`src/rtl/pdp11_control.sv`:
```
// PDP-11 control unit: its own cycle counter (TC, falling-edge) plus combinational decode
// of the instruction register into datapath strobes for a 4-cycle micro-sequence.
module pdp11_control (
    input  logic        clk,
    input  logic        reset,
    input  logic [15:0] cmd,
    output logic [2:0]  cycle,
    output logic        reg_from_mem,
    output logic [2:0]  reg_src,
    output logic [2:0]  reg_dst,
    output logic        reg_we,
    output logic [2:0]  mem_addr,
    output logic        mem_byte,
    output logic        x_we,
    output logic        y_we,
    output logic        z_we,
    output logic [1:0]  alu_input,
    output logic [9:0]  alu_op,
    output logic        psw_we,
    output logic        mem_we,
    output logic        ir_we
);

    typedef enum logic [2:0] {
        T_FETCH = 3'd0,
        T_SRC   = 3'd1,
        T_DST   = 3'd2,
        T_EXEC  = 3'd3,
        T_HALT  = 3'd7
    } tc_t;

    typedef enum logic [3:0] {
        ALU_MOV = 4'd0,  ALU_ADD = 4'd1,  ALU_SUB = 4'd2,  ALU_CMP = 4'd3,
        ALU_BIT = 4'd4,  ALU_BIC = 4'd5,  ALU_BIS = 4'd6,  ALU_CLR = 4'd7,
        ALU_INC = 4'd8,  ALU_DEC = 4'd9,  ALU_COM = 4'd10, ALU_NEG = 4'd11,
        ALU_TST = 4'd12, ALU_INC2 = 4'd13
    } alu_t;

    tc_t  tc, tc_next;
    alu_t op;
    logic op_ok, op_writes;

    wire [2:0] src_mode = cmd[11:9];
    wire [2:0] src_reg  = cmd[8:6];
    wire [2:0] dst_mode = cmd[5:3];
    wire [2:0] dst_reg  = cmd[2:0];

    wire is_halt   = (cmd == 16'd0);
    wire is_single = (cmd[14:9] == 6'b000101);
    wire is_sub    = (cmd[14:12] == 3'd6) && cmd[15];
    // SUB occupies the byte-flag slot of ADD, so it is always a word operation.
    wire byte_op   = cmd[15] && !is_sub;

    // NOTE: TC and all outputs use non-blocking assignment only in the clocked block;
    // the combinational blocks use blocking assignments so values settle in one pass.
    always_ff @(negedge clk or posedge reset) begin
        if (reset) tc <= T_FETCH;
        else       tc <= tc_next;
    end

    // NOTE: every combinational output gets a default first so no path infers a latch.
    always_comb begin
        op        = ALU_MOV;
        op_ok     = 1'b1;
        op_writes = 1'b1;
        if (is_single) begin
            case (cmd[8:6])
                3'd0:    op = ALU_CLR;
                3'd1:    op = ALU_COM;
                3'd2:    op = ALU_INC;
                3'd3:    op = ALU_DEC;
                3'd4:    op = ALU_NEG;
                3'd7:    begin op = ALU_TST; op_writes = 1'b0; end
                default: op_ok = 1'b0;
            endcase
        end else begin
            case (cmd[14:12])
                3'd1:    op = ALU_MOV;
                3'd2:    begin op = ALU_CMP; op_writes = 1'b0; end
                3'd3:    begin op = ALU_BIT; op_writes = 1'b0; end
                3'd4:    op = ALU_BIC;
                3'd5:    op = ALU_BIS;
                3'd6:    op = cmd[15] ? ALU_SUB : ALU_ADD;
                default: op_ok = 1'b0;
            endcase
        end
    end

    wire supported = op_ok && (dst_mode <= 3'd1) && (is_single || src_mode <= 3'd1);
    wire src_ind   = !is_single && (src_mode == 3'd1);
    wire dst_ind   = (dst_mode == 3'd1);

    always_comb begin
        tc_next      = T_FETCH;
        reg_from_mem = 1'b0;
        reg_src      = 3'd0;
        reg_dst      = 3'd0;
        reg_we       = 1'b0;
        mem_addr     = 3'd0;
        mem_byte     = 1'b0;
        x_we         = 1'b0;
        y_we         = 1'b0;
        z_we         = 1'b0;
        alu_input    = 2'b00;
        alu_op       = 10'd0;
        psw_we       = 1'b0;
        mem_we       = 1'b0;
        ir_we        = 1'b0;

        case (tc)
            T_FETCH: begin
                reg_src = 3'd7;
                ir_we   = 1'b1;
                reg_dst = 3'd7;
                alu_op  = {6'd0, ALU_INC2};
                reg_we  = 1'b1;
                tc_next = T_SRC;
            end
            T_SRC: begin
                if (is_halt) begin
                    tc_next = T_HALT;
                end else if (supported) begin
                    if (src_ind) begin
                        reg_src  = src_reg;
                        x_we     = 1'b1;
                        mem_byte = byte_op;
                    end
                    tc_next = T_DST;
                end
            end
            T_DST: begin
                if (dst_ind) begin
                    reg_dst  = dst_reg;
                    mem_addr = 3'd2;
                    y_we     = 1'b1;
                    z_we     = 1'b1;
                    mem_byte = byte_op;
                end
                tc_next = T_EXEC;
            end
            T_EXEC: begin
                reg_src   = src_reg;
                reg_dst   = dst_reg;
                alu_input = {dst_ind, src_ind};
                alu_op    = {byte_op, 5'd0, op};
                psw_we    = 1'b1;
                if (op_writes) begin
                    if (dst_ind) begin
                        mem_addr = 3'd6;
                        mem_we   = 1'b1;
                        mem_byte = byte_op;
                    end else begin
                        reg_we = 1'b1;
                    end
                end
            end
            T_HALT:  tc_next = T_HALT;
            default: tc_next = T_FETCH;
        endcase

        if (reset) begin
            reg_we = 1'b0;
            x_we   = 1'b0;
            y_we   = 1'b0;
            z_we   = 1'b0;
            psw_we = 1'b0;
            mem_we = 1'b0;
            ir_we  = 1'b0;
        end
    end

    assign cycle = tc;

endmodule

```
`config.mk`:
```
export PLATFORM = sky130hd
export DESIGN_NAME = pdp11_control
export DESIGN_NICKNAME = d
export VERILOG_FILES = /design/src/rtl/pdp11_control.sv
export SDC_FILE = /design/constraint.sdc
export NUM_CORES = 1
export LEC_CHECK = 0
export ABC_AREA = 1
export BUFFER_PORTS_ARGS = -buffer_cell sky130_fd_sc_hd__buf_2
export CAP_MARGIN = 10
export CORE_MARGIN = 4
export CORE_UTILIZATION = 45
export CTS_CLUSTER_DIAMETER = 100
export DETAILED_ROUTE_END_ITERATION = 12
export GPL_ROUTABILITY_DRIVEN = 1
export PLACE_DENSITY = 0.85
export RECOVER_POWER = 25
export SYNTH_ARGS = -nofsm -noshare
export SYNTH_HDL_FRONTEND = slang
export SYNTH_SLANG_ARGS = --single-unit
```
`constraint.sdc`:
```
create_clock -name clk -period 3.9 [get_ports clk]
set_clock_uncertainty 0.05 [all_clocks]
set_input_delay 0.78 -clock clk [delete_from_list [all_inputs] [get_ports clk]]
set_output_delay 0.78 -clock clk [all_outputs]
set_load 0.02 [all_outputs]
```
=== Word-level counts from Yosys, hierarchy flattened ===
Index checks and enable logic that the tools add are counted.

* $lt $le $gt $ge: 2
* Reduce and logical (&&, ||, !) cells: 14
* Mux-type cells: 50
* Equality and inequality tests: 18

{| class="wikitable"
|+ Operator list
! operator !! count
|-
| 1-bit two-way mux || 29
|-
| 4-bit one-hot mux with 6 select lines || 1
|-
| 3-bit two-way mux || 7
|-
| 10-bit one-hot mux with 2 select lines || 1
|-
| 3-bit by 2-bit == test with 1-bit output (second input constant) || 6
|-
| 3-bit == test (second input constant) || 6
|-
| 3-bit one-hot mux with 3 select lines || 2
|-
| 16-bit zero test || 1
|-
| 3-bit by 1-bit == test with 1-bit output (second input constant) || 5
|-
| 3-bit one-hot mux with 5 select lines || 1
|-
| 3-bit one-hot mux with 4 select lines || 1
|-
| 6-bit OR reduction || 2
|-
| 2-bit two-way mux || 4
|-
| 6-bit by 3-bit == test with 1-bit output (second input constant) || 1
|-
| 3-bit by 1-bit less-or-equal comparator with 1-bit output (second input constant) || 2
|-
| 3-bit zero test || 2
|-
| 3-bit one-hot mux with 2 select lines || 1
|-
| 1-bit logical AND || 5
|-
| 4-bit two-way mux || 1
|-
| 1-bit one-hot mux with 3 select lines || 1
|-
| 1-bit zero test || 2
|-
| 1-bit one-hot mux with 2 select lines || 1
|-
| 2-bit OR reduction || 1
|-
| 1-bit logical OR || 1
|}

* Output and inout port bits: 33
* Logic and storage cells: 85
* Register bits after elaboration: 3
* Bits of input ports: 18

=== Longest topological paths before layout ===
Gate-level depths: netlist (run 1).

* Word-level depth: 10
* Depth in mapped cells: 7
* Mapped depth without buffers: 7

==> impl_metrics.toml, run 1 <==
[floorplan]
fp.dieW_um = 49.2
start_util_pct = 49.0
fp.dieH_um = 49.2
die_area_mm2 = 0.00242
coreArea_mm2 = 0.00156
row_count = 14
io_pins = 51

[final_layout]
seqCellArea_um2 = 75.1
final_nets = 216
diodes = 0
design_area_mm2 = 0.00143
multi_input_area_um2 = 733
syn_to_final_growth_pct = 87.0
finish.utilization_pct = 91.6
fillers = 67
final_layout_size_suffix_gt1_share_pct = 57.4
largest_reg_flops = 3

[synthesis]
postSynth.asyncResetShare_pct = 100
yosys.area.top_type_share_pct = 12.8
yosysWarningCount = 0
synthMostInstantiatedCell = "nand2_1"
seq_area_frac_synth_pct = 9.84
synth_edf_count = 0
synth.area.top_cells = "nand2_1 (13%), nor2_1 (11%), dfrtn_1 (9.8%)"
ys_types = 28
synth_area_um2 = 763
synth.avg_cell_area_um2 = 5.70
ys.flop_type = "dfrtn_1"
synth_area_leader_cell = "nand2_1"
netlist_instances = 134
synth_seq_cells = 3
synth_commonest_cells = "nand2_1 (26), nor2_1 (23), inv_1 (18)"

[grt]
grtUsageTotal_pct = 26.6
grt_overflow = 0
antenna_found_initial = 0
grt_pass1_vias = 1199
grt_pass1_wl_um = 5180
grt_start_max_net_pins = 8

[worst_setup_path]
path_cells = "nand2_2, nor2_4, inv_4, nor2_4, nand4_1, o21ai_2, buf_6"
slowest_delay_ns = 0.46
rr_endpoint = "cycle[1]"
crit_type = "register to output pin"
critical_path.slowest_cell = "dfrtn_1"
worstRegToRegCells = 9
critPathArrivalTime_ns = 3.49
path_delay_family = "simple AND/OR/NAND/NOR gates"
timing.rr.start = "cycle[1]"
start_kind = "register"
worst_path_most_repeated_cell = "nor2_4"
cp.required_ns = 3.07
r2r_setup_slack_ns = 2.44
cp_max_fo = 3
crit_buf_inv = 2
end_kind = "output pin"

[clock_network]
cts_tree = "yes"
cts_hold_buf = 0
h-tree-depth = 1
cts_buffers = 3
clk_latency_ns = 0.26
clockBufferDepth = 2
path_clk_slew_ns = 0.04
clkSinkCount = 3
cts_root_buf = "clkbuf_4"

[drt]
drc = 0
ant_nets = 0
drt-initial-drc-count = 65
vias = 1254
wl_per_cell_um = 17.8
drt-pass1-iter-count = 4
viasPerCell = 5.89
routed_wl_um = 3800

[power]
power_mw = 0.146
irDropWorstVdd_uv = 138
p_leak_nw = 0.775
powerDensity_mw_per_mm2 = 102

[hold_path]
worst_hold_path.endpoint = "cycle[2]"
min_path_type = "register to register"
hold_path_depth = 3
hold_path.startpoint = "cycle[2]"

[timing]
timing.final.ws_setup_ns = -0.420
final_hold_viol_count = 0
finalMaxSlewViolations = 0
setup_violations = 23
setup-tns-final_ns = -8.16
hold-worst-slack_ns = 0.722
rsz0062_at_grt = "yes"

[placed_design]
routabilityCongestion = 0.785
place_hpwl_um = 2060
io_buffers = 43
post_dp_cell_area_mm2 = 0.00114

[status]
violations = "setup timing"
outcome = "complete, but fails checks"

[flow_run]
drv_cap = 0
## placed cells by master (no fill, tap or decap), drive strengths merged
cell and n:
nand4 6, a22oi 1, and3 1, inv 21, nor3 1, nand2 29
clkbuf 4, o22ai 1, a21oi 2, dfrtn 3, nand3 16, nor2 30
nand3b 2, buf 62, o211ai 1, o21ai 7, o31ai 3, conb 7
## logic make-up after synthesis
family          after synthesis  share of synthesized area, %
compound gates               15                          13.1
buf+inv                      30                          19.0
flops                         3                          9.84
simple gates                 85                          57.5
other cells                   1                         0.491
## metrics by stage
stage,std cells,setup slack [ns]
after global routing,213,-0.472
after global placement,202,-0.0922
final,213,-0.420
after detailed placement,202,-0.157
after floorplan,140,-0.296
after CTS,210,-0.358
## per-layer routing
layer	track usage, %	part of all wire [%]
met5	0	0
met4	15.2	5.7
met3	1.83	6.1
met2	50.4	53
met1	28.3	36
## worst max path at each step
stage                  to  startpoint  slack (ns)  cells past startpoint
4_1_cts            mem_we    cycle[1]       -0.36                      7
3_5_place_dp   reg_dst[0]    cycle[2]       -0.16                      7
2_1_floorplan      mem_we    cycle[1]       -0.30                      6
3_3_place_gp     mem_byte    cycle[1]       -0.09                      7
5_1_grt        reg_dst[0]    cycle[1]       -0.47                      5
6_report           reg_we    cycle[1]       -0.42                      7
## tightest hold or removal path, stage by stage, from the launching register on
cell,delay (ns)
dfrtn_1,0.36
inv_1,0.09
buf_4,0.13
o21ai_0,0.10
## timing repair
| action | 4_1_cts | 5_1_grt |
|---|---|---|
| setup buffers | 5 | 4 |
| gates resized for setup | 49 | 18 |
| endpoints found under the hold margin | 0 | 0 |
| pin swaps | 13 | 5 |
| setup endpoints to repair | 23 | 23 |
## layout make-up
type / instances / area share [%]
Clock buffer: 4 / 1.84
Inverter: 21 / 5.70
Multi-Input combinational cell: 107 / 51.4
Sequential cell: 3 / 5.26
Tap cell: 16 / 1.40
Timing Repair Buffer: 62 / 34.4
## where the power goes
| group | internal [mW] | leakage (nW) | total [mW] | switching [mW] |
|---|---|---|---|---|
| Combinational | 0.0142 | 0.733 | 0.0548 | 0.0406 |
| Clock | 0.0387 | 0.0150 | 0.0597 | 0.0211 |
| Sequential | 0.0314 | 0.0262 | 0.0314 | 0 |
| Total | 0.0843 | 0.775 | 0.146 | 0.0617 |
Power figures use the tool's default switching activity.
==> run 2: changes to the inputs <==
--- a/config.mk
+++ b/config.mk
@@ -6,14 +6,17 @@
 export NUM_CORES = 1
 export LEC_CHECK = 0
 export ABC_AREA = 1
+export ABC_CLOCK_PERIOD_IN_PS = 3900
 export BUFFER_PORTS_ARGS = -buffer_cell sky130_fd_sc_hd__buf_2
 export CAP_MARGIN = 10
+export CELL_PAD_IN_SITES_DETAIL_PLACEMENT = 1
+export CELL_PAD_IN_SITES_GLOBAL_PLACEMENT = 1
 export CORE_MARGIN = 4
-export CORE_UTILIZATION = 45
+export CORE_UTILIZATION = 28
 export CTS_CLUSTER_DIAMETER = 100
 export DETAILED_ROUTE_END_ITERATION = 12
 export GPL_ROUTABILITY_DRIVEN = 1
-export PLACE_DENSITY = 0.85
+export PLACE_DENSITY_LB_ADDON = 0.1
 export RECOVER_POWER = 25
 export SYNTH_ARGS = -nofsm -noshare
 export SYNTH_HDL_FRONTEND = slang
==> impl_metrics.toml, run 2 (synthesis gave the netlist of run 1 again) <==
[clock_network]
cts_hold_buf = 0
cts_tree = "yes"
cts_buffers = 3
clkSinkCount = 3
path_clk_slew_ns = 0.03
clk_latency_ns = 0.25
clockBufferDepth = 2
h-tree-depth = 1
cts_root_buf = "clkbuf_4"

[grt]
grt_pass1_wl_um = 5640
grt_pass1_vias = 1215
grt_overflow = 0
antenna_found_initial = 0
grt_start_max_net_pins = 9
grtUsageTotal_pct = 20.3

[worst_setup_path]
path_depth = 7
start_kind = "register"
critical_path.slowest_cell = "dfrtn_1"
cp_max_fo = 4
critPathArrivalTime_ns = 3.53
end_kind = "output pin"
cp.required_ns = 3.07
worst_path_most_repeated_cell = "nor2_4"
slowest_delay_ns = 0.47
crit_buf_inv = 2
path_delay_family = "simple AND/OR/NAND/NOR gates"
crit_type = "register to output pin"
path_cells = "nand2_2, nor2_4, inv_4, nor2_4, nand3_4, nor2_4, buf_6"
worstRegToRegCells = 9

[timing]
setup-tns-final_ns = -8.95
setup_violations = 23
finalMaxSlewViolations = 0
final_hold_viol_count = 0
rsz0062_at_grt = "yes"
hold-worst-slack_ns = 0.734
timing.final.ws_setup_ns = -0.460

[floorplan]
io_pins = 51
fp.dieH_um = 60.2
start_util_pct = 30.0
coreArea_mm2 = 0.00254
row_count = 18
die_area_mm2 = 0.00363
fp.dieW_um = 60.2

[flow_run]
drv_cap = 0

[hold_path]
min_path_type = "register to register"
hold_path_depth = 4

[placed_design]
place_hpwl_um = 2500
io_buffers = 43
dp.cells = 217
routabilityCongestion = 0.819

[drt]
drc = 0
wl_met1_um = 1360
ant_nets = 0
viasPerCell = 4.99
wl_met3_um = 120
drt-initial-drc-count = 39
routed_wl_um = 3650
drt-pass1-iter-count = 4
vias = 1138
wl_per_cell_um = 16.0
highest_layer = "met4"
routed-wl-met2_um = 2060

[final_layout]
layout.cells.non_filler = 228
finish.utilization_pct = 56.9
syn_to_final_growth_pct = 89.8
final_common_cell = "buf_6"
final_nets = 217
diodes = 0
final_cell_mix = "buf_6 (21), nand2_1 (20), buf_2 (20), buf_4 (20), inv_1 (15)"
final_layout_size_suffix_gt1_share_pct = 55.1
largest_reg_flops = 3

[power]
power.share.clock_pct = 41.0
p_sw_share_pct = 39.6
p_seq_share_pct = 22.6
switchingPower_mw = 0.0551
p_leak_nw = 0.773
powerDensity_mw_per_mm2 = 96.1
power_mw = 0.139
p_comb_share_pct = 36.4
irDropWorstVdd_uv = 167
p_int_mw = 0.0841

[status]
outcome = "complete, but fails checks"
violations = "setup timing"
==> run 2: worst paths after layout <==
check                              start        to  slack [ns]
worst min register to register  cycle[0]  cycle[0]        0.73
min in group asynchronous          reset  cycle[1]        2.30
worst min-delay path            cycle[0]  cycle[0]        0.73
worst max register to register  cycle[1]  cycle[0]        2.45
worst max-delay path            cycle[0]    mem_we       -0.46
max in group asynchronous          reset  cycle[2]        1.34
==> run 2: what timing repair did <==
action / 4_1_cts / 5_1_grt
setup buffers: 3 / 5
gates cloned: 0 / 0
pin swaps: 7 / 7
endpoints found under the setup margin: 23 / 23
resized for setup: 51 / 9
hold endpoints to repair: 0 / 0
==> run 2: power groups by stage <==
stage / clock [mW] / sequential, mW / combinational [mW]
floorplan: 0 / 0.0318 / 0.0340
global placement: 0 / 0.0318 / 0.0478
detailed placement: 0 / 0.0318 / 0.0490
CTS: 0.0568 / 0.0315 / 0.0498
global route: 0.0596 / 0.0314 / 0.0561
finish: 0.0571 / 0.0314 / 0.0507
==> run 2: cell type report <==
cell class                      count  area, um^2
Tap cell                           30        37.5
Clock buffer                        4        26.3
Multi-Input combinational cell    107         702
Timing Repair Buffer               63         527
Inverter                           21        81.3
Fill cell                         339        1100
Sequential cell                     3        75.1
==> run 2: per-stage QoR <==
step                worst slack, ns  area [um^2]
floorplan                    -0.296          886
global placement             -0.168         1190
detailed placement           -0.171         1190
CTS                          -0.404         1380
global route                 -0.523         1450
finish                       -0.460         1450
==> run 2: metal layers <==
layer	track usage, %	vias up
met2	39.7	37
met4	6.65	0
met1	22.7	542
li1	-	549
met5	0	-
met3	1.30	10
==> run 2: tightest hold or removal path, delay by kind of cell, from the launching register on <==
family,cells,cell delay (ns)
flops,1,0.38
buf+inv,2,0.30
simple gates,2,0.17
